--- config.mk ---
export PLATFORM = sky130hd
export DESIGN_NAME = sub_serial_cond
export DESIGN_NICKNAME = d
export VERILOG_FILES = /design/src/rtl/sub_pkg.sv /design/src/rtl/sub_3.sv /design/src/rtl/sub_serial_cond.sv
export SDC_FILE = /design/constraint.sdc
export NUM_CORES = 2
export LEC_CHECK = 0
export BUFFER_PORTS_ARGS = -buffer_cell sky130_fd_sc_hd__buf_2
export CORE_AREA = 2 2 306 308
export CTS_CLUSTER_SIZE = 40
export DETAILED_ROUTE_END_ITERATION = 10
export DIE_AREA = 0 0 308 310
export PLACE_DENSITY = 0.75
export SETUP_SLACK_MARGIN = 0.3
export SLEW_MARGIN = 30
export SYNTH_ARGS = -nofsm -noshare
export SYNTH_HDL_FRONTEND = slang
export SYNTH_SLANG_ARGS = --single-unit
--- constraint.sdc ---
create_clock -name clk -period 4.7 [get_ports clk]
set_input_delay 0.235 -clock clk [delete_from_list [all_inputs] [get_ports clk]]
set_output_delay 0.235 -clock clk [all_outputs]
set_load 0.005 [all_outputs]
--- src/rtl/sub_pkg.sv ---
// sub_pkg: shared types and elaboration helpers for the digit-serial subtractor.
//   state_t   - controller states (IDLE, RUN)
//   clog2     - ceiling log2, used to size the digit index
//   digits_ok - true when the operand width splits into whole digits
package sub_pkg;

   typedef enum logic {
      IDLE = 1'b0,
      RUN  = 1'b1
   } state_t;

   function automatic int clog2(input int value);
      int result;
      int v;
      result = 0;
      v      = value - 1;
      while (v > 0) begin
         result = result + 1;
         v      = v >> 1;
      end
      return result;
   endfunction

   function automatic bit digits_ok(input int nbits, input int wbits);
      return (wbits > 0) && (nbits >= wbits) && ((nbits % wbits) == 0);
   endfunction

endpackage

--- src/rtl/sub_3.sv ---
// sub_3: combinational subtractor y = a - b - c over NBITS bits.
//   a, b : operands
//   c    : borrow-in
//   y    : difference modulo 2^NBITS
//   cout : borrow-out (1 when a < b + c)
module sub_3 #(
   parameter int NBITS = 8
) (
   input  logic [NBITS-1:0] a,
   input  logic [NBITS-1:0] b,
   input  logic             c,
   output logic             cout,
   output logic [NBITS-1:0] y
);

   // One extra bit on the left catches the borrow as the sign of the result.
   always_comb begin
      {cout, y} = {1'b0, a} - {1'b0, b} - {{NBITS{1'b0}}, c};
   end

endmodule

--- src/rtl/sub_serial_cond.sv ---
// sub_serial_cond: digit-serial subtractor, y = a - b - c, LSB digit first,
// with optional conditional (Montgomery final reduction) mode.
//   clk, rst_n : clock, synchronous active-low reset
//   start      : launch request, accepted only when idle
//   mode       : 0 = y = a - b - c, 1 = y = (a >= b + c) ? a - b - c : a
//   a, b, c    : operands and borrow-in, captured on acceptance
//   busy       : operation in progress
//   done       : one-cycle pulse when y/cout are updated
//   cout       : final borrow (1 means a < b + c)
//   y          : result register
module sub_serial_cond
   import sub_pkg::*;
#(
   parameter int NBITS = 256,
   parameter int WBITS = 64
) (
   input  logic             clk,
   input  logic             rst_n,
   input  logic             start,
   input  logic             mode,
   input  logic [NBITS-1:0] a,
   input  logic [NBITS-1:0] b,
   input  logic             c,
   output logic             busy,
   output logic             done,
   output logic             cout,
   output logic [NBITS-1:0] y
);

   localparam int NDIG = NBITS / WBITS;
   localparam int IW   = (NDIG > 1) ? clog2(NDIG) : 1;
   localparam logic [IW-1:0] LAST = IW'(NDIG - 1);

   if (!digits_ok(NBITS, WBITS)) begin : g_bad_digits
      $error("sub_serial_cond: NBITS must be a whole multiple of WBITS");
   end

   state_t           state;
   state_t           state_next;
   logic [IW-1:0]    idx;
   logic [NBITS-1:0] a_r;
   logic [NBITS-1:0] b_r;
   logic [NBITS-1:0] work;
   logic             mode_r;
   logic             borrow;

   logic             step;
   logic             last;
   logic [IW-1:0]    wr_idx;
   logic [WBITS-1:0] a_dig;
   logic [WBITS-1:0] b_dig;
   logic             b_in;
   logic [WBITS-1:0] diff;
   logic             b_out;
   logic [NBITS-1:0] a_src;
   logic             mode_src;
   logic [NBITS-1:0] y_cat;

   assign busy = (state == RUN);

   // Digit 0 is consumed straight from the ports on the accepting edge, so
   // the last digit lands NDIG edges after start and done follows in cycle NDIG.
   always_comb begin
      state_next = state;
      step       = 1'b0;
      last       = 1'b0;
      wr_idx     = '0;
      a_dig      = a[WBITS-1:0];
      b_dig      = b[WBITS-1:0];
      b_in       = c;
      a_src      = a;
      mode_src   = mode;
      case (state)
         IDLE: begin
            if (start) begin
               step = 1'b1;
               last = (NDIG == 1);
               if (NDIG > 1) state_next = RUN;
            end
         end
         RUN: begin
            step     = 1'b1;
            wr_idx   = idx;
            a_dig    = a_r[idx*WBITS +: WBITS];
            b_dig    = b_r[idx*WBITS +: WBITS];
            b_in     = borrow;
            a_src    = a_r;
            mode_src = mode_r;
            last     = (idx == LAST);
            if (last) state_next = IDLE;
         end
         default: state_next = IDLE;
      endcase
   end

   sub_3 #(.NBITS(WBITS)) u_digit (
      .a    (a_dig),
      .b    (b_dig),
      .c    (b_in),
      .cout (b_out),
      .y    (diff)
   );

   // Full result: finished lower digits from the working register, top digit live.
   always_comb begin
      y_cat = work;
      y_cat[NBITS-1 -: WBITS] = diff;
   end

   always_ff @(posedge clk) begin
      if (!rst_n) state <= IDLE;
      else        state <= state_next;
   end

   always_ff @(posedge clk) begin
      if (!rst_n) begin
         idx    <= '0;
         a_r    <= '0;
         b_r    <= '0;
         mode_r <= 1'b0;
         work   <= '0;
         borrow <= 1'b0;
         done   <= 1'b0;
         cout   <= 1'b0;
         y      <= '0;
      end else begin
         done <= 1'b0;
         if (state == IDLE && start) begin
            a_r    <= a;
            b_r    <= b;
            mode_r <= mode;
         end
         if (step) begin
            work[wr_idx*WBITS +: WBITS] <= diff;
            borrow <= b_out;
            idx    <= wr_idx + IW'(1);
            if (last) begin
               cout <= b_out;
               y    <= (mode_src && b_out) ? a_src : y_cat;
               done <= 1'b1;
               idx  <= '0;
            end
         end
      end
   end

endmodule

### Word-level counts from Yosys, hierarchy flattened

Index checks and enable logic that the tools add are counted.

| word-level totals | value |
|---|---|
| register bits | 1031 |
| input port bits | 517 |
| logic and storage cells | 39 |

| cells by class | value |
|---|---|
| add/sub/neg operators | 4 |
| equality and inequality tests | 1 |
| shift operators | 4 |
| multiplexer cells | 15 |
| bitwise gates (word level) | 1 |
| reductions and logical operators | 4 |

Operators with widths:

| cell | count |
|---|---|
| $mux W256 | 2 |
| $shiftx A256 B9 Y64 | 2 |
| $bwmux W256 | 1 |
| $shift A64 B34 Y256 const A | 1 |
| $shiftx A64 B34 Y256 | 1 |
| $mux W64 | 2 |
| $sub A64 B64 Y65 | 1 |
| $sub A65 B1 Y65 | 1 |
| $neg A8 Y34 | 1 |
| $pmux W1 S2 | 3 |
| $mux W1 | 5 |
| $mux W2 | 2 |
| $reduce_and A2 Y1 | 2 |
| $add A2 B1 Y2 const B | 1 |
| $eq A2 B2 Y1 const B | 1 |
| $logic_and A1 B1 Y1 | 2 |
| $not A1 Y1 | 1 |

### Depth between registers and ports, before layout

| depth | value |
|---|---|
| word-level depth | 6 |
| depth in mapped cells | 22 |

### Cells and area by module

Synthesis repeated with hierarchy kept, for this count alone.

| unflattened totals | value |
|---|---|
| cells, all modules | 5937 |
| area total of the unflattened synthesis | 52541.6 µm² |

By module, submodules not included:

| module | instances | cells an instance | area an instance (µm²) | seq. area each (µm²) |
|---|---|---|---|---|
| sub_serial_cond | 1 | 5132 | 47242.8 | 19358.6 |
| sub_3 | 1 | 805 | 5298.8 | 0.0 |

### Least setup slack after synthesis

Ideal clock, no wire load.

| path | value |
|---|---|
| path type | register to register |
| start | register idx[0] |
| end | register y[192] |
| arrival time | 5132 ps |
| slack | -552 ps |
| stages on the path, launching flop included | 22 |
| path buffers | 7 |
| clock period less this slack | 5252 ps |
| cells stage by stage | dfxtp_1 > buf_2 > clkbuf_1 > buf_1 > mux4_2 > mux2i_1 > ha_1 > inv_1 > ha_1 > buf_2 > a2111oi_4 > o211ai_1 > and3_1 > or4b_1 > o21a_1 > o41a_1 > a21bo_1 > buf_6 > buf_6 > buf_2 > nand4b_1 > nand3_1 |

| between the ends | value |
|---|---|
| cells in the longest elaborated chain, start to end | 6 |
| elaborated cells between the ends (all ways) | 11 |
| classes of those cells | add/sub (2); eq/ne (1); shift (2); mux (4); reduce/logical (2) |

RTL lines:

| item | RTL line | RTL |
|---|---|---|
| start: declaration | sub_serial_cond.sv:40 | `logic [IW-1:0] idx;` |
| start signal: assignment | sub_serial_cond.sv:136 | `idx <= wr_idx + IW'(1);` |
| $shiftx A256 B9 Y64 (on tied branches) | sub_serial_cond.sv:84, sub_serial_cond.sv:85 |  |
| $mux W64 | sub_serial_cond.sv:73 | `case (state)` |
| $sub A64 B64 Y65 | sub_3.sv:18 | `{cout, y} = {1'b0, a} - {1'b0, b} - {{NBITS{1'b0}}, c};` |
| $sub A65 B1 Y65 | sub_3.sv:18 |  |
| $logic_and A1 B1 Y1 | sub_serial_cond.sv:139 | `y <= (mode_src && b_out) ? a_src : y_cat;` |
| $mux W256 | sub_serial_cond.sv:139 |  |
| end signal: assignment | sub_serial_cond.sv:139 |  |
| end: declaration | sub_serial_cond.sv:27 | `output logic [NBITS-1:0] y` |

Several ways; a longest one is shown, not always the timed one.
A chain may end at the register's enable or synchronous reset.

### Worst setup path after layout

| path | value |
|---|---|
| start | register idx[0] |
| end | register y[198] |

Same word-level chain as after synthesis.

==> parameters.txt <==
Parameter                              Value

STA
  Final number of hold-violating endpoints    0
  Maximum achievable frequency    between 150 and 200 MHz
  Transition time at the pin with the least slew margin    between 1000 and 1500 ps
  Number of failing setup endpoints in the final timing report    between 200 and 300
  Headroom to the max-slew limit    ~28%
  Unrepaired setup endpoints after global routing    yes
  Smallest hold slack    70.89 ps
  Shortest period the worst path allows    5033 ps
  Final worst-path cycle share    107.1%
  Number of max-slew violations in the final report    0
  Min setup slack post-route    -332.8 ps
  Worst-case clock skew    approximately 24 ps

Floorplanning
  Effective utilization at floorplan    between 50% and 60%
  Die Area    ~95000 um^2
  Number of ports placed on the die boundary    just under 800
  Core Rows    between 100 and 150
  Y dimension of the die    around 310 um
  Die boundary width    slightly above 300 um
  Area of the placeable core    between 90000 and 100000 um^2

Drt
  Pre-Repair DR Iteration Count    8
  Detailed-route wire length    198700 um
  First DRT Iteration DRCs    roughly 6.5k
  Antenna Violating Nets Remaining    0
  Average routed wire per standard cell    around 24 um
  Number of vias per cell    6.093
  # DRC    0
  Detailed-route via count    49.58k

Power and ir drop
  Static Leak    about 0.026 uW
  Net Sw Power    approximately 8600 uW
  Comb pwr share    approximately 33%
  Internal portion of total power    around 17000 uW
  Pwr per Cell Area    around 400 nW/um^2
  Sw Ratio    33.22%
  Clock share of power    between 30% and 40%
  Max IR drop VDD    296.1 uV
  Sequential power share    roughly a third
  Power, Total    roughly 26000 uW

Clock tree
  Clock Pin Slew Worst Setup and Hold Paths    ~60 ps
  Max Buffers Root-to-Sink    3
  Number of clock sinks    slightly below 1k
  H-Tree Depth    3
  Number of buffers inserted during clock tree synthesis    101
  Skew-Pair Late Insertion Delay    700 ps
  CTS Root Buffer Type    sky130_fd_sc_hd__clkbuf_16
  Clock tree from TritonCTS    yes

Global routing
  Number of global-route vias before repair    47.50k
  Pin count of the biggest net entering global routing    ~220
  Total GRT Usage    about two fifths
  Global-route wire length before repair    between 200000 and 300000 um
  Antenna violations before repair    26
  Global route overflow    0

Place
  Total placed cells including tap cells    about 7.4k
  Placement Setup Slack    -342.9 ps
  GPL Wtd Cong    a little over 0.9
  Total half-perimeter wirelength after legalization and detailed placement    around 120000 um
  IO Port Bufs    between 700 and 800

Logic synthesis
  Leading post-synthesis cells by cell area    sky130_fd_sc_hd__dfxtp_1, sky130_fd_sc_hd__nand2_1, sky130_fd_sc_hd__a21boi_0
  Sequential-to-total area share from yosys stat    41.62%
  #FFs+latches synth    967
  Leading register cell type out of synthesis    sky130_fd_sc_hd__dfxtp_1
  Count of yosys warnings during synthesis    0
  Average instance area after synthesis    around 8.5 um^2
  Total nets after synthesis    6104
  Post-synthesis cell type with the largest combined area    sky130_fd_sc_hd__dfxtp_1
  Fraction of post-synthesis cell area in the top cell type by area    41.62%
  Share of async-settable or async-resettable flops after synthesis    0%
  Post-synth EDFFs    0
  Number of library cell types mapped by synthesis    between 70 and 80
  Synthesized instance count    between 5k and 6k
  Total standard cell area after synthesis    46520 um^2

Worst setup path
  CP Max Fanout    21
  Worst Setup Start Kind    register
  Critical path data required time    ~5300 ps
  Category of the critical setup timing path    reg -> reg
  Endpoint kind of the worst setup timing path    register
  Crit path arrival time    about 5600 ps

Layout
  Area overhead of the layout relative to synthesis    39.04%
  Number of standard cells in the layout, taps in and fillers out    8137
  Commonest non-fill, non-tap cell in the layout    sky130_fd_sc_hd__nand2_1
  Commonest non-fill, non-tap cells in the layout    sky130_fd_sc_hd__nand2_1, sky130_fd_sc_hd__dfxtp_1, sky130_fd_sc_hd__buf_2
  Share of layout cells above drive strength 1    25.92%
  Number of nets in the final layout    around 7.5k

Outcome
  Status    finished with violations
  Failing checks    setup timing

Job
  Number of max-cap violations    0

Min path
  Class of the tightest hold or removal check    in -> reg
## timing repair
action,in CTS,in global routing
endpoints found under the hold margin,514,0
resized for setup,102,203
buffers inserted,19,13
pin swaps,11,66
hold buffers,514,0
cloned,6,16
setup endpoints to repair,375,404
## per-stage QoR
step | util [%] | TNS (ps) | instance area, um^2
5_1_grt | 69.91 | -106620 | 64660
3_5_place_dp | 58.22 | -70640 | 53850
3_3_place_gp | 58.19 | -52830 | 53820
6_report | 69.93 | -66580 | 64680
4_1_cts | 68.42 | -44620 | 63280
2_1_floorplan | - | 0 | 46730
## flip-flops by register name (all words and copies together) (netlist names)
signal	flops
done	1
work	192
busy	1
a_r	256
b_r	256
cout	1
idx	2
borrow	1
mode_r	1
y	256
## power by group through the flow
stage | clock network [uW] | registers [uW] | logic (uW)
3_3_place_gp | 0 | 9080 | 6720
5_1_grt | 8660 | 8970 | 8950
6_report | 8350 | 8940 | 8490
3_5_place_dp | 0 | 9090 | 6790
4_1_cts | 8320 | 8910 | 7500
2_1_floorplan | 0 | 8970 | 3690
## worst max-delay path: stages (launching register included)
cell	delay (ps)
sky130_fd_sc_hd__dfxtp_4	410
sky130_fd_sc_hd__buf_6	130
sky130_fd_sc_hd__buf_12	150
sky130_fd_sc_hd__mux4_2	500
sky130_fd_sc_hd__mux2_4	330
sky130_fd_sc_hd__ha_4	280
sky130_fd_sc_hd__inv_2	40
sky130_fd_sc_hd__ha_4	220
sky130_fd_sc_hd__a2111oi_4	320
sky130_fd_sc_hd__o211ai_1	180
sky130_fd_sc_hd__and3_4	210
sky130_fd_sc_hd__or4b_4	550
sky130_fd_sc_hd__o21a_4	250
sky130_fd_sc_hd__o41a_1	400
sky130_fd_sc_hd__a21boi_4	230
sky130_fd_sc_hd__buf_12	200
sky130_fd_sc_hd__buf_16	190
sky130_fd_sc_hd__nor3_1	80
sky130_fd_sc_hd__nor3_1	240
## logic make-up after synthesis
kind of cell             share of synthesized area [%]
AND/OR/NAND/NOR                                  17.63
AO/OA/AOI/OAI                                    22.00
flip-flops                                       41.62
buffers and inverters                            5.033
multiplexers                                     9.199
adder cells (fa/ha/maj)                          3.529
XOR/XNOR                                        0.9979
## cell usage after synthesis, types with 4 or more instances
library cell and instances:
sky130_fd_sc_hd__o311ai_0 4, sky130_fd_sc_hd__a21o_1 35, sky130_fd_sc_hd__o21bai_1 13, sky130_fd_sc_hd__nand2b_1 7, sky130_fd_sc_hd__mux4_2 128, sky130_fd_sc_hd__mux2_2 68
sky130_fd_sc_hd__and2_1 19, sky130_fd_sc_hd__and3_1 10, sky130_fd_sc_hd__nor4_1 5, sky130_fd_sc_hd__inv_1 146, sky130_fd_sc_hd__nand4_1 18, sky130_fd_sc_hd__o21ai_0 318
sky130_fd_sc_hd__o21a_1 68, sky130_fd_sc_hd__a211oi_1 12, sky130_fd_sc_hd__nor2b_1 172, sky130_fd_sc_hd__o21ai_1 5, sky130_fd_sc_hd__buf_4 5, sky130_fd_sc_hd__a41oi_1 7
sky130_fd_sc_hd__nand3_1 37, sky130_fd_sc_hd__or3_1 4, sky130_fd_sc_hd__a211o_1 4, sky130_fd_sc_hd__o211ai_1 8, sky130_fd_sc_hd__xor2_1 17, sky130_fd_sc_hd__xnor2_1 36
sky130_fd_sc_hd__buf_2 38, sky130_fd_sc_hd__o31ai_1 5, sky130_fd_sc_hd__dfxtp_1 967, sky130_fd_sc_hd__nor2_1 52, sky130_fd_sc_hd__a31oi_1 247, sky130_fd_sc_hd__buf_1 28
sky130_fd_sc_hd__nor3b_1 64, sky130_fd_sc_hd__a21oi_1 96, sky130_fd_sc_hd__nor3_1 28, sky130_fd_sc_hd__ha_1 128, sky130_fd_sc_hd__clkbuf_1 380, sky130_fd_sc_hd__a21boi_0 518
sky130_fd_sc_hd__nand2_1 1482, sky130_fd_sc_hd__mux2i_1 63, sky130_fd_sc_hd__a22oi_1 162
## layout make-up
type	instances	area, um^2
Fill cell	6530	27810
Multi-Input combinational cell	3890	26150
Sequential cell	967	19370
Timing Repair Buffer	1736	13640
Clock buffer	158	3167
Tap cell	1197	1498
Inverter	146	548.0
Clock inverter	24	257.7
Antenna cell	19	47.55
## metal layers
| metal | up-vias | wire length, um | global-route usage (%) |
|---|---|---|---|
| met5 | - | 115 | 0.5056 |
| met1 | 23390 | 75200 | 49.15 |
| li1 | 21720 | - | - |
| met2 | 3519 | 86390 | 59.44 |
| met3 | 935 | 23460 | 11.27 |
| met4 | 18 | 13550 | 21.66 |
## path summary, 6_finish.rpt
| path | slack [ps] | endpoint | cells past startpoint | from |
|---|---|---|---|---|
| setup reg to reg | -330 | y[198] | 18 | idx[0] |
| hold reg to reg | 460 | b_r[220] | 2 | b_r[220] |
| setup / recovery | -330 | y[198] | 18 | idx[0] |
| hold / removal | 70 | b_r[252] | 2 | rst_n |
Note: power is estimated with default switching activity, not from simulation.
